`src/rtl/decode_issue_ctrl_pkg.sv`:
```
// Shared types for the decode-to-rename issue controller.
// Uop bundle width, buffer entry layout and FSM state encoding.
package decode_issue_ctrl_pkg;

  localparam int UOP_W         = 128;
  localparam int DRAIN_MIN_DEF = 3;

  typedef enum logic [1:0] {
    RUN   = 2'd0,
    HOLD  = 2'd1,
    DRAIN = 2'd2
  } state_e;

  typedef struct packed {
    logic             serial;
    logic [UOP_W-1:0] uop;
  } entry_t;

endpackage

```
`src/rtl/decode_issue_ctrl_if.sv`:
```
// Valid/ready uop handshake link with a serial tag.
// Decoder side binds as slave to the controller, rename side as master.
interface decode_issue_ctrl_if;
  import decode_issue_ctrl_pkg::*;

  logic             valid;
  logic             ready;
  logic             serial;
  logic [UOP_W-1:0] uop;

  modport master (
    output valid,
    output uop,
    output serial,
    input  ready
  );

  modport slave (
    input  valid,
    input  uop,
    input  serial,
    output ready
  );

endinterface

```
`src/rtl/decode_issue_ctrl_fifo2_buf.sv`:
```
// Two-entry uop store with wrapping 1-bit pointers.
// Flush clears pointers and count; entry contents are left stale.
module decode_issue_ctrl_fifo2_buf
  import decode_issue_ctrl_pkg::*;
(
  input  logic       clock,
  input  logic       reset,
  input  logic       enq,
  input  logic       deq,
  input  logic       flush,
  input  entry_t     din,
  output entry_t     head,
  output logic [1:0] count
);

  entry_t     mem_q [2];
  entry_t     mem_d [2];
  logic       head_q, head_d;
  logic       tail_q, tail_d;
  logic [1:0] count_q, count_d;

  always_comb begin
    mem_d   = mem_q;
    head_d  = head_q;
    tail_d  = tail_q;
    count_d = count_q;
    if (flush) begin
      head_d  = 1'b0;
      tail_d  = 1'b0;
      count_d = 2'd0;
    end else begin
      if (enq) begin
        mem_d[tail_q] = din;
        tail_d        = ~tail_q;
      end
      if (deq) begin
        head_d = ~head_q;
      end
      count_d = count_q + {1'b0, enq} - {1'b0, deq};
    end
  end

  always_ff @(posedge clock or posedge reset) begin
    if (reset) begin
      mem_q[0] <= '0;
      mem_q[1] <= '0;
      head_q   <= 1'b0;
      tail_q   <= 1'b0;
      count_q  <= 2'd0;
    end else begin
      mem_q    <= mem_d;
      head_q   <= head_d;
      tail_q   <= tail_d;
      count_q  <= count_d;
    end
  end

  assign head  = mem_q[head_q];
  assign count = count_q;

endmodule

```
`src/rtl/decode_issue_ctrl.sv`:
```
// Decode-to-rename sequencer: 2-entry buffer, redirect flush,
// and serialization of fence/CSR/ecall-class uops.
module decode_issue_ctrl
  import decode_issue_ctrl_pkg::*;
#(
  parameter int DRAIN_MIN = DRAIN_MIN_DEF
) (
  input  logic                 clock,
  input  logic                 reset,
  decode_issue_ctrl_if.slave   dec,
  decode_issue_ctrl_if.master  rn,
  input  logic                 flush_valid,
  input  logic                 backend_empty,
  output logic                 serial_busy,
  output logic [1:0]           occupancy
);

  localparam int DRAIN_W = $clog2(DRAIN_MIN + 1);

  state_e             state_q, state_d;
  logic [DRAIN_W-1:0] drain_cnt_q, drain_cnt_d;

  entry_t     head;
  entry_t     din;
  logic [1:0] count;
  logic       enq, deq, head_ok;

  assign din = '{serial: dec.serial, uop: dec.uop};

  decode_issue_ctrl_fifo2_buf u_buf (
    .clock (clock),
    .reset (reset),
    .enq   (enq),
    .deq   (deq),
    .flush (flush_valid),
    .din   (din),
    .head  (head),
    .count (count)
  );

  always_ff @(posedge clock or posedge reset) begin
    if (reset) begin
      state_q     <= RUN;
      drain_cnt_q <= '0;
    end else begin
      state_q     <= state_d;
      drain_cnt_q <= drain_cnt_d;
    end
  end

  always_comb begin
    state_d     = state_q;
    drain_cnt_d = drain_cnt_q;
    if (flush_valid) begin
      state_d     = RUN;
      drain_cnt_d = '0;
    end else begin
      unique case (state_q)
        RUN: begin
          if (enq && dec.serial) state_d = HOLD;
        end
        HOLD: begin
          if (deq && head.serial) begin
            state_d     = DRAIN;
            drain_cnt_d = DRAIN_W'(DRAIN_MIN);
          end
        end
        DRAIN: begin
          if (drain_cnt_q != '0) drain_cnt_d = drain_cnt_q - 1'b1;
          if (drain_cnt_q == '0 && backend_empty) state_d = RUN;
        end
        default: state_d = RUN;
      endcase
    end
  end

  // A serial head waits for an empty backend; older plain uops go freely.
  always_comb begin
    head_ok     = !head.serial || (state_q == HOLD && backend_empty);
    dec.ready   = !flush_valid && state_q == RUN && count != 2'd2;
    rn.valid    = count != 2'd0 && !flush_valid && head_ok
                  && state_q != DRAIN;
    rn.uop      = head.uop;
    rn.serial   = head.serial;
    enq         = dec.valid && dec.ready;
    deq         = rn.valid && rn.ready;
    serial_busy = state_q != RUN;
    occupancy   = count;
  end

endmodule

```
`src/flat_wrapper.sv`:
```
// flat-port wrapper written by rule: the top's interface ports become plain ports
module decode_issue_ctrl_flat import decode_issue_ctrl_pkg::*;
#(
  parameter int DRAIN_MIN = DRAIN_MIN_DEF
)
  (clock, reset, flush_valid, backend_empty, serial_busy, occupancy, dec_valid, dec_uop, dec_serial, dec_ready, rn_valid, rn_uop, rn_serial, rn_ready);
  decode_issue_ctrl_if dec_i ();
  decode_issue_ctrl_if rn_i ();
  input  logic clock;
  input  logic reset;
  input  logic flush_valid;
  input  logic backend_empty;
  output logic serial_busy;
  output logic [1:0] occupancy;
  input wire logic [$bits(dec_i.valid)-1:0] dec_valid;
  input wire logic [$bits(dec_i.uop)-1:0] dec_uop;
  input wire logic [$bits(dec_i.serial)-1:0] dec_serial;
  output wire logic [$bits(dec_i.ready)-1:0] dec_ready;
  output wire logic [$bits(rn_i.valid)-1:0] rn_valid;
  output wire logic [$bits(rn_i.uop)-1:0] rn_uop;
  output wire logic [$bits(rn_i.serial)-1:0] rn_serial;
  input wire logic [$bits(rn_i.ready)-1:0] rn_ready;
  assign dec_i.valid = dec_valid;
  assign dec_i.uop = dec_uop;
  assign dec_i.serial = dec_serial;
  assign dec_ready = dec_i.ready;
  assign rn_valid = rn_i.valid;
  assign rn_uop = rn_i.uop;
  assign rn_serial = rn_i.serial;
  assign rn_i.ready = rn_ready;
  decode_issue_ctrl #(.DRAIN_MIN(DRAIN_MIN)) u_core (.clock(clock), .reset(reset), .dec(dec_i), .rn(rn_i), .flush_valid(flush_valid), .backend_empty(backend_empty), .serial_busy(serial_busy), .occupancy(occupancy));
endmodule
```
`config.mk`:
```
export PLATFORM = sky130hd
export DESIGN_NAME = decode_issue_ctrl_flat
export DESIGN_NICKNAME = d
export VERILOG_FILES = /design/src/rtl/decode_issue_ctrl_pkg.sv /design/src/rtl/decode_issue_ctrl_if.sv /design/src/rtl/decode_issue_ctrl_fifo2_buf.sv /design/src/rtl/decode_issue_ctrl.sv /design/src/flat_wrapper.sv
export SDC_FILE = /design/constraint.sdc
export NUM_CORES = 1
export LEC_CHECK = 0
export BUFFER_PORTS_ARGS = -buffer_cell sky130_fd_sc_hd__buf_4
export CAP_MARGIN = 15
export CORE_MARGIN = 3
export CORE_UTILIZATION = 50
export DETAILED_ROUTE_END_ITERATION = 10
export HOLD_SLACK_MARGIN = 0.1
export PLACE_DENSITY = 0.75
export SETUP_SLACK_MARGIN = 0.3
export SYNTH_ARGS = -nofsm -noshare
export SYNTH_HDL_FRONTEND = slang
export SYNTH_HIERARCHICAL = 1
export SYNTH_SLANG_ARGS = --single-unit
```
`constraint.sdc`:
```
create_clock -name clock -period 10 [get_ports clock]
set_clock_uncertainty 0.1 [all_clocks]
set_input_delay 0.5 -clock clock [delete_from_list [all_inputs] [get_ports clock]]
set_output_delay 0.5 -clock clock [all_outputs]
set_load 0.02 [all_outputs]
```
==> impl_metrics.csv <==
group,metric,value,unit
setup_path,cp.arrival,3410,ps
placement,globalplace.congestion,0.723,
timing,tns,0,ps
route,wl_per_cell,18.3,um
die,initial_core_util,0.514,
global_routing,antenna_found_initial,0,
logic_synthesis,yosysTopAreaCellShare,0.567,
layout,final_cells,1469,
setup_path,crit_slowest_cell,"dfrtp_4",
logic_synthesis,yosysMostFrequentCell,"mux2_2",
setup_path,critPathTopFamily,"flip-flops",
logic_synthesis,synth_top_area_cell,"dfrtp_1",
logic_synthesis,synth-compound-area-share,0.00736,
placement,place_inst,1285,
setup_path,worst-path-buf-inv,2,
route,drt-vias-per-instance,5.08,
layout,multi_input_area,4690,sq um
logic_synthesis,synth_simple_gate_area_frac,0.0147,
setup_path,path_class,"reg2out",
logic_synthesis,synth_nets,878,
clocking,cts_setup_buffers,0,
global_routing,grt_usage,0.207,
timing,worst_slew_pin_slew,1050,ps
logic_synthesis,synth_cell_type_count,36,
pwr,powerDensity,261,nW/um^2
die,ios,269,
logic_synthesis,yosys_warnings,6,
setup_path,cp_common_cell,"buf_4",
layout,fillers,1555,
placement,portBuffers,268,
timing,holdWs,126,ps
timing,hold_violations,0,
logic_synthesis,synthArstFlopShare,1.00,
clocking,clock_path_buffers,3,
logic_synthesis,avgSynthCellArea,15.9,sq um
logic_synthesis,synth.area.mux_share,0.371,
clocking,clkTransAtPathRegs,60,ps
setup_path,worst-path-stages,5,
min_path,min_path_type,"in2reg",
timing,setup_viol,0,
logic_synthesis,synth-xor-area-share,0.00341,
route,drc_errors,0,
setup_path,max_stage_delay,1080,ps
clocking,root_buffer,"clkbuf_16",
layout,syn_to_final_growth,37.5,%
logic_synthesis,synth-adder-area-share,0.00320,
clocking,cts_tree,"yes",
route,drtIter0Drc,340,
route,first_pass_iters,4,
logic_synthesis,synthTopCellsByCount,"387 x mux2_2, 266 x dfrtp_1, 24 x buf_6",
timing,finalMaxSlewViolations,0,
route,vias,7460,
layout,diodes,0,
clocking,cts_buffers,29,
die,die_y,159,um
logic_synthesis,synth_edf_count,0,
job,drv_cap,0,
timing,fin_crit,4010,ps
route,ant_nets,0,
setup_path,cp-end-kind,"primary output",
timing,max-slew-margin-rel,0.303,
setup_path,reg2regPathDepth,7,
route,wirelength,26.8,mm
min_path,holdPathStages,2,
global_routing,grt_max_degree,117,
die,fp.dieArea,25300,sq um
global_routing,gr-total-overflow,0,
placement,dp.final_hpwl,16.0,mm
die,die_w,159,um
timing,grt_setup_unrepaired,"no",
layout,drive_gt1_frac,0.624,
die,coreArea,22800,sq um
status,outcome,"finished, final reports clean",
clocking,cts.htree.levels,1,
logic_synthesis,synthCells,740,
layout,area.sequential,6660,sq um
layout,layout.nets,1271,
logic_synthesis,yosys_register_bits,266,
die,rows,55,
placement,post-place-ws,6250,ps
logic_synthesis,netlist_top_cells_area,"dfrtp_1 57%, mux2_2 37%, buf_6 2.3%",
setup_path,setup.worst_path.start_class,"register",
logic_synthesis,synth_top_family_by_area,"multiplexers",
timing,min_period_over_period,0.401,
logic_synthesis,netlist_area,11700,sq um
setup_path,crit_required,9400,ps
clocking,numClockSinks,266,
timing,layout_setup_ws,5990,ps
global_routing,grt_pass1_vias,8220,
setup_path,crit_fanout,69,
pwr,vdd_ir_drop_max,0.203,mV
pwr,leakage,7.47,nW
global_routing,grt_pass1_wl,43.7,mm
timing,clock.fmax,250,MHz
logic_synthesis,synth_top_flop_cell,"dfrtp_1",
setup_path,path_cells,"buf_4, mux2_2, a21boi_0, o21a_1, buf_4",
clocking,clk_latency,540,ps
logic_synthesis,synth-seq-area-share,0.567,
## metrics by stage
step | power [mW] | utilization | instance area (sq um)
floorplan | 2.54 | - | 11700
global placement | 3.03 | 0.605 | 13800
detailed placement | 3.07 | 0.605 | 13800
CTS | 4.24 | 0.706 | 16100
global route | 4.43 | 0.706 | 16100
finish | 4.21 | 0.706 | 16100
## cell type report
type	count	area share
Timing Repair Buffer	404	0.208
Multi-Input combinational cell	426	0.291
Inverter	6	0.00186
Clock inverter	16	0.0119
Tap cell	313	0.0243
Sequential cell	266	0.413
Clock buffer	38	0.0502
## metal layers
metal | global-route usage | vias to the layer above | part of all wire
met4 | 0.0549 | 0 | 0.026
met1 | 0.263 | 3773 | 0.42
li1 | - | 3441 | -
met5 | 0 | - | 0
met3 | 0.0562 | 47 | 0.061
met2 | 0.353 | 199 | 0.49
## flip-flops by register name, summed over array words and instances (netlist names)
name	flops
u_core/u_buf/head_q	1
u_core/u_buf/tail_q	1
u_core/state_q	2
u_core/u_buf/mem_q	258
u_core/drain_cnt_q	2
u_core/u_buf/count	2
## power breakdown
group | internal (mW) | switching [mW]
combinational | 0.799 | 0.644
clock | 0.673 | 0.425
sequential | 1.47 | 0.198
## worst register-to-register path: stages (launching register included)
cell     delay, ps
dfrtp_1        440
or2_1          280
nor3_2         170
and2_1         290
nor3b_4        220
buf_4          680
buf_4          940
mux2_2         490
## cell families (layout without fill, tap and decap cells)
logic type               count (synthesis)  count (layout)
XOR/XNOR                                 3               3
adder cells (fa/ha/maj)                  3               3
AND/OR/NAND/NOR                         23              23
multiplexers                           387             387
AO/OA/AOI/OAI                           10              10
flip-flops                             266             266
buffers and inverters                   48             464
## layout by cell type (no fill, tap or decap), types with 3 or more instances in the layout
| cell type | Yosys | layout |
|---|---|---|
| dlygate4sd3_1 | 0 | 130 |
| clkinv_2 | 0 | 8 |
| clkbuf_16 | 0 | 29 |
| clkbuf_8 | 0 | 5 |
| inv_1 | 6 | 5 |
| mux2_2 | 387 | 387 |
| buf_4 | 2 | 274 |
| dfrtp_1 | 266 | 265 |
| clkbuf_1 | 1 | 4 |
| ha_1 | 3 | 3 |
| a21oi_1 | 3 | 3 |
| bufinv_16 | 0 | 4 |
| nor2_1 | 4 | 4 |
## repair_timing
action / 4_1_cts / 5_1_grt
resized for setup: 0 / 0
endpoints found under the hold margin: 359 / 0
hold buffers: 130 / 0
## worst paths after layout
path	from	end	slack (ps)
min reg2reg	u_core/u_buf/mem_q[84]	u_core/u_buf/mem_q[84]	400
min	dec_uop[51]	u_core/u_buf/mem_q[51]	130
max reg2reg	u_core/state_q[0]	u_core/u_buf/mem_q[130]	6270
max in group asynchronous	reset	u_core/u_buf/mem_q[171]	7760
min in group asynchronous	reset	u_core/drain_cnt_q[1]	350
max	u_core/u_buf/head_q	rn_valid	5990
Note: power is estimated with default switching activity, not from simulation.
